**src/rtl/vx_mshr_pf_sched_pkg.sv**
```systemverilog
// Shared defaults and helpers for the MSHR allocate-port scheduler.
// Covers the demand/prefetch arbitration between the bank pipeline and the bank MSHR.
package vx_mshr_pf_sched_pkg;
  localparam int DEF_MSHR_SIZE       = 4;
  localparam int DEF_LINE_ADDR_WIDTH = 26;
  localparam int DEF_MSHR_DATA_WIDTH = 32;
  localparam int DEF_PF_QUEUE_SIZE   = 4;
  localparam int DEF_MAX_PF_INFLIGHT = 2;
  localparam int DEF_STARVE_LIMIT    = 8;

  localparam logic [15:0] PERF_SAT = 16'hFFFF;

  function automatic logic [15:0] sat_inc16(input logic [15:0] v);
    return (v == PERF_SAT) ? v : v + 16'd1;
  endfunction
endpackage

```
**src/rtl/vx_mshr_pf_sched_fifo.sv**
```systemverilog
// Prefetch candidate FIFO with a combinational head, so the head address can drive
// the MSHR probe in the same cycle it becomes visible.
module vx_mshr_pf_sched_fifo #(
  parameter int DATAW = 26,
  parameter int SIZE  = 4
) (
  input  logic             clk,
  input  logic             reset,
  input  logic             i_flush,
  input  logic             i_push,
  input  logic             i_pop,
  input  logic [DATAW-1:0] i_data,
  output logic [DATAW-1:0] o_head,
  output logic             o_empty,
  output logic             o_full
);
  localparam int AW = $clog2(SIZE);

  logic [DATAW-1:0] r_mem [SIZE];
  logic [AW-1:0]    r_rd_ptr;
  logic [AW-1:0]    r_wr_ptr;
  logic [AW:0]      r_count;

  always_ff @(posedge clk) begin
    if (i_push) begin
      r_mem[r_wr_ptr] <= i_data;
    end
  end

  always_ff @(posedge clk) begin
    if (reset || i_flush) begin
      r_rd_ptr <= '0;
      r_wr_ptr <= '0;
      r_count  <= '0;
    end else begin
      if (i_push) r_wr_ptr <= r_wr_ptr + AW'(1);
      if (i_pop)  r_rd_ptr <= r_rd_ptr + AW'(1);
      case ({i_push, i_pop})
        2'b10:   r_count <= r_count + (AW+1)'(1);
        2'b01:   r_count <= r_count - (AW+1)'(1);
        default: r_count <= r_count;
      endcase
    end
  end

  assign o_head  = r_mem[r_rd_ptr];
  assign o_empty = (r_count == '0);
  assign o_full  = (r_count == (AW+1)'(SIZE));
endmodule

```
**src/rtl/vx_mshr_pf_sched.sv**
```systemverilog
// Per-bank MSHR allocate scheduler: arbitrates demand misses against queued prefetches,
// drops prefetches already pending in the MSHR and caps prefetch-owned MSHR entries.
module vx_mshr_pf_sched
  import vx_mshr_pf_sched_pkg::*;
#(
  parameter int MSHR_SIZE       = DEF_MSHR_SIZE,
  parameter int LINE_ADDR_WIDTH = DEF_LINE_ADDR_WIDTH,
  parameter int MSHR_DATA_WIDTH = DEF_MSHR_DATA_WIDTH,
  parameter int PF_QUEUE_SIZE   = DEF_PF_QUEUE_SIZE,
  parameter int MAX_PF_INFLIGHT = DEF_MAX_PF_INFLIGHT,
  parameter int STARVE_LIMIT    = DEF_STARVE_LIMIT,
  localparam int MSHR_ADDR_WIDTH = $clog2(MSHR_SIZE),
  localparam int PFW             = $clog2(MAX_PF_INFLIGHT + 1)
) (
  input  logic                       clk,
  input  logic                       reset,
  input  logic                       i_pf_enable,
  input  logic                       i_dmd_valid,
  input  logic [LINE_ADDR_WIDTH-1:0] i_dmd_addr,
  input  logic [MSHR_DATA_WIDTH-1:0] i_dmd_data,
  output logic                       o_dmd_ready,
  input  logic                       i_pf_valid,
  input  logic [LINE_ADDR_WIDTH-1:0] i_pf_addr,
  output logic                       o_pf_ready,
  output logic [LINE_ADDR_WIDTH-1:0] o_probe_addr,
  input  logic                       i_probe_match,
  output logic                       o_alloc_valid,
  output logic [LINE_ADDR_WIDTH-1:0] o_alloc_addr,
  output logic [MSHR_DATA_WIDTH-1:0] o_alloc_data,
  input  logic [MSHR_ADDR_WIDTH-1:0] i_alloc_id,
  input  logic                       i_alloc_ready,
  input  logic                       i_release_valid,
  input  logic [MSHR_ADDR_WIDTH-1:0] i_release_id,
  output logic [PFW-1:0]             o_pf_inflight,
  output logic [15:0]                o_perf_pf_drops
);
  localparam int STW = $clog2(STARVE_LIMIT + 1);

  logic [MSHR_SIZE-1:0]       r_owned;
  logic [PFW-1:0]             r_pf_inflight;
  logic [STW-1:0]             r_starve_cnt;
  logic [15:0]                r_pf_drops;
  logic [MSHR_SIZE-1:0]       w_owned_next;
  logic [LINE_ADDR_WIDTH-1:0] w_head;
  logic                       w_empty, w_full;
  logic                       w_push, w_pop, w_dup, w_eligible, w_pf_sel;
  logic                       w_pf_fire, w_dmd_fire, w_rel_hit;

  vx_mshr_pf_sched_fifo #(
    .DATAW (LINE_ADDR_WIDTH),
    .SIZE  (PF_QUEUE_SIZE)
  ) u_pf_queue (
    .clk     (clk),
    .reset   (reset),
    .i_flush (!i_pf_enable),
    .i_push  (w_push),
    .i_pop   (w_pop),
    .i_data  (i_pf_addr),
    .o_head  (w_head),
    .o_empty (w_empty),
    .o_full  (w_full)
  );

  // Duplicates are only dropped while enabled; a disabled queue is flushed without counting.
  assign w_dup      = !w_empty && i_pf_enable && i_probe_match;
  assign w_eligible = !w_empty && i_pf_enable && !i_probe_match
                      && (r_pf_inflight < PFW'(MAX_PF_INFLIGHT));
  assign w_pf_sel   = w_eligible && (!i_dmd_valid || (r_starve_cnt == STW'(STARVE_LIMIT)));
  assign w_pf_fire  = w_pf_sel && i_alloc_ready;
  assign w_dmd_fire = i_dmd_valid && o_dmd_ready;
  assign w_pop      = w_pf_fire || w_dup;
  assign w_push     = i_pf_valid && o_pf_ready;
  assign w_rel_hit  = i_release_valid && r_owned[i_release_id];

  assign o_pf_ready      = i_pf_enable && !w_full;
  assign o_dmd_ready     = i_dmd_valid && i_alloc_ready && !w_pf_sel;
  assign o_alloc_valid   = i_dmd_valid || w_eligible;
  assign o_alloc_addr    = w_pf_sel ? w_head : i_dmd_addr;
  assign o_alloc_data    = w_pf_sel ? {{(MSHR_DATA_WIDTH-1){1'b0}}, 1'b1}
                                    : {i_dmd_data[MSHR_DATA_WIDTH-1:1], 1'b0};
  assign o_probe_addr    = w_head;
  assign o_pf_inflight   = r_pf_inflight;
  assign o_perf_pf_drops = r_pf_drops;

  // Release clears before the new prefetch sets, so a recycled id ends up owned.
  always_comb begin
    w_owned_next = r_owned;
    if (w_rel_hit) w_owned_next[i_release_id] = 1'b0;
    if (w_pf_fire) w_owned_next[i_alloc_id]   = 1'b1;
  end

  always_ff @(posedge clk) begin
    if (reset) begin
      r_owned       <= '0;
      r_pf_inflight <= '0;
      r_starve_cnt  <= '0;
      r_pf_drops    <= '0;
    end else begin
      r_owned <= w_owned_next;
      case ({w_pf_fire, w_rel_hit})
        2'b10:   r_pf_inflight <= r_pf_inflight + PFW'(1);
        2'b01:   r_pf_inflight <= r_pf_inflight - PFW'(1);
        default: r_pf_inflight <= r_pf_inflight;
      endcase
      if (w_pf_fire || !w_eligible) begin
        r_starve_cnt <= '0;
      end else if (w_dmd_fire && (r_starve_cnt != STW'(STARVE_LIMIT))) begin
        r_starve_cnt <= r_starve_cnt + STW'(1);
      end
      if (w_dup) r_pf_drops <= sat_inc16(r_pf_drops);
    end
  end

  a_no_release_underflow: assert property (@(posedge clk) disable iff (reset)
    !(w_rel_hit && (r_pf_inflight == '0)));
endmodule
```
**config.mk**
```make
export PLATFORM = sky130hd
export DESIGN_NAME = vx_mshr_pf_sched
export DESIGN_NICKNAME = d
export VERILOG_FILES = /design/src/rtl/vx_mshr_pf_sched_pkg.sv /design/src/rtl/vx_mshr_pf_sched_fifo.sv /design/src/rtl/vx_mshr_pf_sched.sv
export SDC_FILE = /design/constraint.sdc
export NUM_CORES = 1
export LEC_CHECK = 0
export BUFFER_PORTS_ARGS = -buffer_cell sky130_fd_sc_hd__buf_2
export CORE_MARGIN = 1
export CORE_UTILIZATION = 50
export CTS_CLUSTER_SIZE = 16
export DETAILED_ROUTE_END_ITERATION = 6
export HOLD_SLACK_MARGIN = 0.1
export MAX_ROUTING_LAYER = met4
export PLACE_DENSITY = 0.76
export SLEW_MARGIN = 20
export SYNTH_ARGS = -nofsm -noshare
export SYNTH_HDL_FRONTEND = slang
export SYNTH_HIERARCHICAL = 1
export SYNTH_SLANG_ARGS = --single-unit
```
**constraint.sdc**
```tcl
create_clock -name clk -period 4.6 [get_ports clk]
set_input_delay 1.15 -clock clk [delete_from_list [all_inputs] [get_ports clk]]
set_output_delay 1.15 -clock clk [all_outputs]
set_load 0.03 [all_outputs]
```
* Word-level counts from Yosys, hierarchy flattened
Memory sizes are Yosys's and may differ from the RTL's. A register that Yosys moved wholly into a read port is not among the register bits.
Index checks and enable logic that the tools add are counted.
W data, S select, Z words.
** Word-level totals
- Word-level logic and storage cells :: 81
- Register bits after elaboration :: 33
- Memories kept :: 1
- Memory bits (writable) :: 104
** Cells by class
- Magnitude comparators :: 5
- Equality and inequality tests :: 8
- Bitwise operators :: 4
- Reduce and logical (&&, ||, !) cells :: 32
- Multiplexer cells :: 16
- Add/sub/neg operators :: 8
** Memory list
- u_pf_queue.r_mem :: words 4, bits a word 26, rd ports 1, clocked after memory_dff 1, write ports 1, line vx_mshr_pf_sched_fifo.sv:19 : logic [DATAW-1:0] r_mem [SIZE];
** Operators by type and width (number)
- $mux W32 :: 1
- $mux W26 :: 1
- $add A16 B1 Y16 const B :: 1
- $eq A16 B16 Y1 const B :: 1
- $logic_and A1 B1 Y1 :: 15
- $mux W4 :: 2
- $logic_not A1 Y1 :: 7
- $add A2 B1 Y2 const B :: 3
- $lt A2 B3 Y1 const B :: 2
- $pmux W3 S2 :: 1
- $logic_or A1 B1 Y1 :: 5
- $mux W1 :: 5
- $add A4 B1 Y4 const B :: 1
- $and A4 B4 Y4 :: 1
- $demux W1 S2 :: 2
- $eq A2 B1 Y1 const B :: 2
- $eq A2 B2 Y1 const B :: 2
- $eq A4 B4 Y1 const B :: 1
- $ge A2 B1 Y1 const B :: 2
- $mux W2 :: 2
- $ne A4 B4 Y1 const B :: 1
- $not A4 Y4 :: 1
- $or A4 B4 Y4 :: 1
- $pmux W2 S2 :: 1
- 11 further kinds :: 12

* Depth between registers and ports, before layout
Gate-level depths: netlist of the first run.
- Depth after elaboration :: 10
- Depth in mapped cells :: 12
- Depth with buffers taken out :: 12

* Modules after synthesis
The synthesis of the first run kept the hierarchy.
** Modules (own cells, without submodules)
- vx_mshr_pf_sched_fifo :: times used 1, cells each 184, area an instance 4237.8 µm², sequential area each 3303.2 µm²
- vx_mshr_pf_sched :: times used 1, cells each 227, area an instance 1936.9 µm², sequential area each 520.5 µm²

* Worst setup path after synthesis of the first run
OpenSTA, ideal clock, no wires.
- Path kind :: input port to output port
- Start point :: input port i_probe_match
- End point :: output port o_alloc_addr[10]
- Data required time :: 3.450 ns
- Arrival :: 2.491 ns
- Slack :: 0.959 ns
- Path buffers :: 1
- Cell stages on the path :: 4
- Path through :: or4b_4 a21oi_4 buf_4 mux2_2
** Between the ends
- Cells in the longest elaborated chain, start to end :: 5
** Ends and longest elaborated chain
- from (decl) :: line vx_mshr_pf_sched.sv:26 : input logic i_probe_match,
- $logic_not A1 Y1 :: line vx_mshr_pf_sched.sv:66 : assign w_eligible = !w_empty && i_pf_enable && !i_probe_match
- $logic_and A1 B1 Y1 :: line vx_mshr_pf_sched.sv:66
- $logic_and A1 B1 Y1 :: line vx_mshr_pf_sched.sv:67 : && (r_pf_inflight < PFW'(MAX_PF_INFLIGHT));
- $logic_and A1 B1 Y1 :: line vx_mshr_pf_sched.sv:68 : assign w_pf_sel = w_eligible && (!i_dmd_valid || (r_starve_cnt == STW'(STARVE_LIMIT)));
- $mux W26 :: line vx_mshr_pf_sched.sv:78 : assign o_alloc_addr = w_pf_sel ? w_head : i_dmd_addr;
- to (decl) :: line vx_mshr_pf_sched.sv:28 : output logic [LINE_ADDR_WIDTH-1:0] o_alloc_addr,
Every way passes these cells.

* Worst setup path after layout of the first run
- Start point :: input port i_probe_match
- End point :: output port o_alloc_addr[1]
The elaborated chain is that of the path after synthesis.

==> metrics.log, run 1 <==
[metrics] critical path required time: 3450 ps
[metrics] die width: 113 µm
[metrics] critical register-to-register path endpoint: u_pf_queue/r_count[2]$_SDFFE_PP0P_
[metrics] number of antenna violations at the first check in global routing: 1
[metrics] Site Rows: 40
[metrics] Max-Slew Margin vs Limit: 46.7%
[metrics] overall die area: 0.0128 mm²
[metrics] Yosys warnings: 6
[metrics] Tightest Hold Check Type: reg -> reg
[metrics] global routing usage summed across all routing layers: 21.7%
[metrics] nets in the synthesized netlist: 517
[metrics] number of global-route vias before repair: 4013
[metrics] Post-layout nets: 725
[metrics] clock latency reported for the late side of the worst-skew pair: 420 ps
[metrics] standby leakage power: 3.03 nW
[metrics] synthesized area: 0.00617 mm²
[metrics] total count of hold-check failures in the final report: 0
[metrics] number of port buffers: 199
[metrics] setup slack, reg-to-reg: 1610 ps
[metrics] critical path endpoint category: primary output
[metrics] EDFF count, synth: 104
[metrics] Final min period: 4080 ps
[metrics] Post-Synthesis Cells: 411
[metrics] leading cell type in the layout, fill and taps excluded: sky130_fd_sc_hd__buf_2
[metrics] largest driver fanout on the critical path: 37
[metrics] CTS Buf Count: 17
[metrics] crit path DAT: 2930 ps
[metrics] category of the critical setup timing path: in -> out
[metrics] max-cap violation count: 0
[metrics] proportion of layout cells with a drive suffix above 1: 46.1%
[metrics] post-cts hold buffer count: 0
[metrics] Area after DPL: 0.00730 mm²
[metrics] number of stages on the worst hold path: 2
[metrics] antenna-violating nets left: 0
[metrics] number of primary I/O pins: 201
[metrics] area growth from synthesis to layout: 27.1%
[metrics] post-route design area: 0.00785 mm²
[metrics] area of the core: 0.0120 mm²
[metrics] upper clock frequency limit: 245 MHz
[metrics] deepest clock path buffer count: 2
[metrics] beginning of the worst register-to-register path: u_pf_queue/r_count[0]$_SDFFE_PP0P_
[metrics] synthesized flop and latch total: 139
[metrics] stage delay of the slowest cell on the critical path: 520 ps
[metrics] setup repair after global routing missed its margin: no
[metrics] worst hold margin: 481 ps
[metrics] Hold Crit Start: r_owned[2]$_SDFF_PP0_
[metrics] DRC viols: 0
[metrics] CTS sink cnt: 139
[metrics] die outline height: 113 µm
[metrics] H-Tree Depth: 4
[metrics] detailed-route wire length: 13000 µm
[metrics] Placed Cells incl. Taps: 747
[metrics] accumulated negative setup slack: 0 ps
[metrics] cell-by-cell listing of the critical path: buf_2, or4b_4, a21oi_4, buf_12, mux2_2, buf_2
[metrics] mean cell area of the mapped netlist: 15.0 µm²
[metrics] Worst Tran Pin Value: 799 ps
[metrics] number of buffers added for setup after CTS: 0
[metrics] capture endpoint of the worst hold path: r_owned[2]$_SDFF_PP0_
[metrics] most frequent CP cell: sky130_fd_sc_hd__buf_2
[metrics] clock slew seen by the registers of the worst setup and hold paths: 60 ps
[metrics] Layout Cells excl Fill: 779
[metrics] final count of pins violating max slew: 0
[metrics] number of iterations in the first detailed-routing pass: 5
[metrics] initial DRC count: 322
[metrics] post-synthesis async set-or-reset flop share: 0%
[metrics] total vias in the final route: 4274
[metrics] average wire length per cell after detail routing: 16.7 µm
[metrics] crit path max-delay cell type: sky130_fd_sc_hd__or4b_4
[metrics] count of different cell masters after synthesis: 49
[metrics] total congestion overflow after global routing: 0
[metrics] post-cts repair resize count: 0
[metrics] GPL Wtd Cong: 0.859
[metrics] total of fill cells in the finished design: 871
[metrics] endpoints failing setup: 0
[metrics] sort of element at the start of the critical path: input pin
[metrics] sequential element share of the synthesized area: 61.9%
[metrics] most frequent cells in the layout: sky130_fd_sc_hd__buf_2, sky130_fd_sc_hd__edfxtp_1, sky130_fd_sc_hd__dfxtp_1
[metrics] Peak supply drop: 268 µV
[metrics] CTS tree: built
[metrics] areal power density over the cells: 366 mW/mm²
[metrics] Period Utilization, post-route: 88.8%
[metrics] largest net degree at the start of global routing: 38
[metrics] clk root buf: sky130_fd_sc_hd__clkbuf_16
[metrics] initial cell density of the core: 51.4%
[metrics] final HPWL from detailed placement: 8850 µm
[metrics] number of cells traversed by the worst register-to-register path: 11
[metrics] skew final: 11.0 ps
[metrics] first-pass GRT wire length: 20000 µm
[metrics] top flip-flop cell by instance count after synthesis: sky130_fd_sc_hd__edfxtp_1
[metrics] via-per-instance ratio: 5.49
[metrics] post-layout total power: 2.87 mW
[metrics] status: finished clean
-- worst max path at each step --
stage / startpoint / to / slack, ps / cells after the start
2_1_floorplan: i_probe_match / o_alloc_addr[10] / 960 / 4
3_3_place_gp: i_probe_match / o_alloc_addr[7] / 520 / 6
3_5_place_dp: i_probe_match / o_alloc_addr[5] / 500 / 6
4_1_cts: i_probe_match / o_alloc_addr[1] / 500 / 6
5_1_grt: i_probe_match / o_alloc_addr[1] / 440 / 6
6_report: i_probe_match / o_alloc_addr[1] / 520 / 6
-- cells by family after synthesis --
family	share of synthesized area (%)
AOI/OAI and AO/OA	4.13
xor gates and xnor gates	1.42
adders and majority gates	2.15
buffers and inverters	2.88
DFF	61.9
muxes	15.3
and+or+nand+nor	12.2
-- Yosys cell counts, types with 3 or more instances --
cell	n	share of area, %
sky130_fd_sc_hd__a21oi_1	22	1.8
sky130_fd_sc_hd__clkbuf_1	5	0.30
sky130_fd_sc_hd__nand3_1	9	0.73
sky130_fd_sc_hd__nor4_1	4	0.41
sky130_fd_sc_hd__edfxtp_1	104	51
sky130_fd_sc_hd__dfxtp_1	35	11
sky130_fd_sc_hd__ha_1	9	1.8
sky130_fd_sc_hd__nor2b_1	33	3.3
sky130_fd_sc_hd__buf_2	4	0.32
sky130_fd_sc_hd__mux2_2	27	4.9
sky130_fd_sc_hd__buf_4	5	0.61
sky130_fd_sc_hd__nor3_1	4	0.32
sky130_fd_sc_hd__or4_1	4	0.49
sky130_fd_sc_hd__mux4_2	21	7.7
sky130_fd_sc_hd__nand4_1	7	0.71
sky130_fd_sc_hd__xor2_1	6	0.85
sky130_fd_sc_hd__o31ai_1	4	0.49
sky130_fd_sc_hd__xnor2_1	4	0.57
sky130_fd_sc_hd__nand2_1	12	0.73
sky130_fd_sc_hd__mux4_1	6	2.6
sky130_fd_sc_hd__or3_1	8	0.81
sky130_fd_sc_hd__nor2_1	16	0.97
sky130_fd_sc_hd__inv_1	12	0.73
sky130_fd_sc_hd__and2_1	8	0.81
sky130_fd_sc_hd__o21ai_0	11	0.89
sky130_fd_sc_hd__nand3b_1	3	0.36
-- critical path: cells and delay by family --
| family | cells | cell delay [ps] |
|---|---|---|
| AND/OR/NAND/NOR | 1 | 520 |
| multiplexers | 1 | 370 |
| buffers and inverters | 3 | 560 |
| AO/OA/AOI/OAI | 1 | 320 |
-- per-layer routing --
metal / vias up / global-route usage, % / routed length, µm
met4: 0 / 8.68 / 177
met2: 159 / 36.2 / 6700
met3: 18 / 5.68 / 772
met5: - / - / 0
met1: 2093 / 25.1 / 5340
li1: 2004 / - / -
-- where the power goes --
part | total (mW) | switching, mW | leakage, nW | internal (mW)
logic | 0.251 | 0.158 | 1.55 | 0.0934
registers | 1.37 | 0.00570 | 1.23 | 1.36
clock network | 1.25 | 0.512 | 0.247 | 0.738
total | 2.87 | 0.675 | 3.03 | 2.19
-- flip-flops by register name, indices dropped and copies added (netlist names), named ones only --
name                 flops
o_perf_pf_drops         16
o_pf_inflight            2
r_owned                  4
r_starve_cnt             4
u_pf_queue/r_count       3
u_pf_queue/r_mem       104
u_pf_queue/r_rd_ptr      2
u_pf_queue/r_wr_ptr      2
-- layout make-up --
| cell class | instances | area (µm²) | area share, % |
|---|---|---|---|
| clock inverters | 14 | 121 | 1.55 |
| clock buffers | 17 | 425 | 5.42 |
| flip-flops and latches | 139 | 3820 | 48.8 |
| well taps | 147 | 184 | 2.34 |
| repair buffers | 207 | 1070 | 13.6 |
| diodes | 1 | 2.50 | 0.0319 |
| multi-input cells | 242 | 2170 | 27.7 |
| inverters | 12 | 45.0 | 0.574 |
-- stage by stage --
step           utilization [%]  setup WS [ps]
6_report                  65.3            517
5_1_grt                   65.3            441
3_3_place_gp              60.7            523
3_5_place_dp              60.7            504
4_1_cts                   65.3            497
2_1_floorplan                -            959
Power figures use the tool's default switching activity.
==> inputs of run 2 (changes only) <==
SYNTH_HIERARCHICAL = not set   (was 1)
==> run 2 against run 1 <==
Net effect:
- sequential power barely moved
- combinational power barely moved
- register-to-register slack improved by 370 ps
- critical endpoint is now o_alloc_addr[9]
- largest cell class unchanged
- largest power group unchanged
- highest routed layer unchanged
==> metrics.log, run 2 <==
[metrics] critical path endpoint category: primary output (unchanged)
[metrics] initial DRC count: 177 (was 322)
[metrics] post-cts hold buffer count: 0 (unchanged)
[metrics] clock network power share: 44.5% (was 43.6%)
[metrics] die width: 113 µm (about the same)
[metrics] standby leakage power: 3.06 nW (was 3.03 nW)
[metrics] sequential element share of the synthesized area: 62.5% (was 61.9%)
[metrics] Internal: 2.29 mW (was 2.19 mW)
[metrics] EDFF count, synth: 104 (unchanged)
[metrics] setup repair after global routing missed its margin: no (unchanged)
[metrics] mean cell area of the mapped netlist: 14.7 µm² (was 15.0 µm²)
[metrics] area of the core: 0.0120 mm² (about the same)
[metrics] category of the critical setup timing path: in -> out (unchanged)
[metrics] post-cts repair resize count: 0 (unchanged)
[metrics] initial cell density of the core: 51.2% (was 51.4%)
[metrics] synthesized flop and latch total: 139 (unchanged)
[metrics] number of cells traversed by the worst register-to-register path: 12 (was 11)
[metrics] count of different cell masters after synthesis: 47 (was 49)
[metrics] crit path max-delay cell type: sky130_fd_sc_hd__mux2_2 (was sky130_fd_sc_hd__or4b_4)
[metrics] Tightest Hold Check Type: reg -> reg (unchanged)
[metrics] Post-Synthesis Cells: 415 (was 411)
[metrics] most frequent CP cell: sky130_fd_sc_hd__buf_2 (unchanged)
[metrics] global routing usage summed across all routing layers: 20.7% (was 21.7%)
[metrics] largest net degree at the start of global routing: 60 (was 38)
[metrics] number of port buffers: 199 (unchanged)
[metrics] area growth from synthesis to layout: 28.8% (was 27.1%)
[metrics] final worst setup slack: 896 ps (was 517 ps)
[metrics] P_sw: 0.622 mW (was 0.675 mW)
[metrics] combinational group share of total power: 8.6% (was 8.7%)
[metrics] GPL Wtd Cong: 0.826 (was 0.859)
[metrics] endpoints failing setup: 0 (unchanged)
[metrics] die outline height: 113 µm (about the same)
[metrics] accumulated negative setup slack: 0 ps (unchanged)
[metrics] stage delay of the slowest cell on the critical path: 380 ps (was 520 ps)
[metrics] Final min period: 3700 ps (was 4080 ps)
[metrics] clock latency reported for the late side of the worst-skew pair: 410 ps (was 420 ps)
[metrics] detailed-route wire length: 12500 µm (was 13000 µm)
[metrics] Yosys warnings: 0 (was 6)
[metrics] Worst Tran Pin Value: 619 ps (was 799 ps)
[metrics] core occupancy in the finished layout: 65.9% (was 65.3%)
[metrics] clk root buf: sky130_fd_sc_hd__clkbuf_16 (unchanged)
[metrics] average wire length per cell after detail routing: 16.0 µm (was 16.7 µm)
[metrics] Site Rows: 40 (unchanged)
[metrics] CTS Buf Count: 17 (unchanged)
[metrics] synthesized area: 0.00612 mm² (was 0.00617 mm²)
[metrics] top flip-flop cell by instance count after synthesis: sky130_fd_sc_hd__edfxtp_1 (unchanged)
[metrics] cell type with the largest total area after synthesis: sky130_fd_sc_hd__edfxtp_1 (unchanged)
[metrics] max-cap violation count: 0 (unchanged)
[metrics] register name with the most flops: u_pf_queue.r_mem (was u_pf_queue/r_mem)
[metrics] DRC viols: 0 (unchanged)
[metrics] sort of element at the start of the critical path: input pin (unchanged)
[metrics] biggest area contributors in the synthesized netlist: sky130_fd_sc_hd__edfxtp_1, sky130_fd_sc_hd__dfxtp_1, sky130_fd_sc_hd__mux4_2 (unchanged)
[metrics] sequential share of power: 47.0% (was 47.7%)
[metrics] number of global-route vias before repair: 3911 (was 4013)
[metrics] clock slew seen by the registers of the worst setup and hold paths: 50 ps (was 60 ps)
[metrics] Max-Slew Margin vs Limit: 58.1% (was 46.7%)
[metrics] overall die area: 0.0127 mm² (was 0.0128 mm²)
[metrics] Antenna Diode Count: 0 (was 1)
[metrics] flip-flop count of the largest register, all copies and words added: 104 (unchanged)
[metrics] critical path required time: 3450 ps (about the same)
[metrics] deepest clock path buffer count: 2 (unchanged)
[metrics] leading cell type in the layout, fill and taps excluded: sky130_fd_sc_hd__buf_2 (unchanged)
[metrics] Yosys top cell area share: 51.0% (was 50.6%)
[metrics] post-layout total power: 2.91 mW (was 2.87 mW)
[metrics] number of antenna violations at the first check in global routing: 0 (was 1)
[metrics] total vias in the final route: 4196 (was 4274)
[metrics] Period Utilization, post-route: 80.5% (was 88.8%)
[metrics] largest driver fanout on the critical path: 59 (was 37)
[metrics] H-Tree Depth: 4 (unchanged)
[metrics] post-synthesis async set-or-reset flop share: 0% (unchanged)
[metrics] status: finished clean (unchanged)
[metrics] Peak supply drop: 239 µV (was 268 µV)
[metrics] final HPWL from detailed placement: 8580 µm (was 8850 µm)
[metrics] pre-CTS worst setup slack: 900 ps (was 504 ps)
[metrics] proportion of layout cells with a drive suffix above 1: 46.3% (was 46.1%)
[metrics] total count of hold-check failures in the final report: 0 (unchanged)
[metrics] nets in the synthesized netlist: 521 (was 517)
[metrics] number of primary I/O pins: 201 (unchanged)
[metrics] first-pass GRT wire length: 19300 µm (was 20000 µm)
[metrics] CTS tree: built (unchanged)
[metrics] top-count cell post-synth: sky130_fd_sc_hd__edfxtp_1 (unchanged)
[metrics] areal power density over the cells: 370 mW/mm² (was 366 mW/mm²)
[metrics] total congestion overflow after global routing: 0 (unchanged)
[metrics] skew final: 5.88 ps (was 11.0 ps)
[metrics] most frequent cells in the layout: sky130_fd_sc_hd__buf_2, sky130_fd_sc_hd__edfxtp_1, sky130_fd_sc_hd__nor2b_1, sky130_fd_sc_hd__dfxtp_1, sky130_fd_sc_hd__mux2_2 (was sky130_fd_sc_hd__buf_2, sky130_fd_sc_hd__edfxtp_1, sky130_fd_sc_hd__dfxtp_1)
[metrics] cell-by-cell listing of the critical path: buf_2, nor2_1, nand3_1, a21oi_4, buf_12, mux2_2, buf_2 (was buf_2, or4b_4, a21oi_4, buf_12, mux2_2, buf_2)
[metrics] antenna-violating nets left: 0 (unchanged)
[metrics] via-per-instance ratio: 5.35 (was 5.49)
[metrics] Post-layout nets: 730 (was 725)
[metrics] number of stages on the worst hold path: 2 (unchanged)
[metrics] number of iterations in the first detailed-routing pass: 5 (unchanged)
[metrics] CTS sink cnt: 139 (unchanged)
[metrics] final count of pins violating max slew: 0 (unchanged)
[metrics] upper clock frequency limit: 270 MHz (was 245 MHz)
[metrics] share of total power consumed by net switching: 21.4% (was 23.5%)
[metrics] crit path DAT: 2550 ps (was 2930 ps)
[metrics] number of buffers added for setup after CTS: 0 (unchanged)
[metrics] commonest cells in the synthesized netlist: sky130_fd_sc_hd__edfxtp_1, sky130_fd_sc_hd__dfxtp_1, sky130_fd_sc_hd__nor2b_1 (unchanged)
-- run 2: cell families (layout without fill, tap and decap cells) --
| family | after synthesis | in the layout | share of synthesized area (%) |
|---|---|---|---|
| muxes | 59 | 59 | 15.8 |
| DFF | 139 | 139 | 62.5 |
| xor gates and xnor gates | 8 | 8 | 1.15 |
| and+or+nand+nor | 122 | 122 | 11.7 |
| AOI/OAI and AO/OA | 46 | 46 | 4.62 |
| adders and majority gates | 10 | 10 | 2.17 |
| buffers and inverters | 31 | 253 | 2.11 |
-- run 2: final timing paths --
| kind | from | to | slack, ps |
|---|---|---|---|
| setup / recovery | i_probe_match | o_alloc_addr[9] | 900 |
| hold / removal | r_owned[0]$_SDFF_PP0_ | r_owned[0]$_SDFF_PP0_ | 490 |
| setup reg to reg | r_starve_cnt[0]$_SDFFE_PP0P_ | u_pf_queue.r_count[2]$_SDFFE_PP0P_ | 1980 |
| hold reg to reg | r_owned[0]$_SDFF_PP0_ | r_owned[0]$_SDFF_PP0_ | 490 |
-- run 2: final cells by class --
class	count	area, µm²
Fill cell	862	4080
Inverter	15	56.3
Tap cell	147	184
Timing Repair Buffer	206	1060
Clock inverter	8	92.6
Clock buffer	24	482
Sequential cell	139	3820
Multi-Input combinational cell	245	2180
-- run 2: power groups by stage --
stage | logic, mW | registers [mW] | clock network [mW]
floorplan | 0.152 | 1.39 | 0
global placement | 0.244 | 1.39 | 0
detailed placement | 0.250 | 1.39 | 0
CTS | 0.251 | 1.37 | 1.33
global route | 0.266 | 1.37 | 1.38
finish | 0.250 | 1.37 | 1.30
-- run 2: worst max-delay path: cells and delay by family --
family	cells	cell delay [ps]
compound gates	1	170
simple gates	2	240
buf+inv	3	570
mux	1	380
-- run 2: stage by stage --
step / instance area [µm²] / hold WS [ps] / instances
6_report: 7880 / 488 / 784
5_1_grt: 7880 / 502 / 784
4_1_cts: 7880 / 486 / 784
3_5_place_dp: 7300 / 479 / 752
3_3_place_gp: 7300 / 466 / 752
2_1_floorplan: 6120 / 451 / 415
-- run 2: layer usage --
metal | vias to the layer above | share of wire [%] | track usage (%)
met2 | 143 | 53 | 34.9
li1 | 2017 | - | -
met3 | 11 | 5.1 | 4.70
met4 | 0 | 0.86 | 8.00
met5 | - | 0 | -
met1 | 2025 | 41 | 24.2
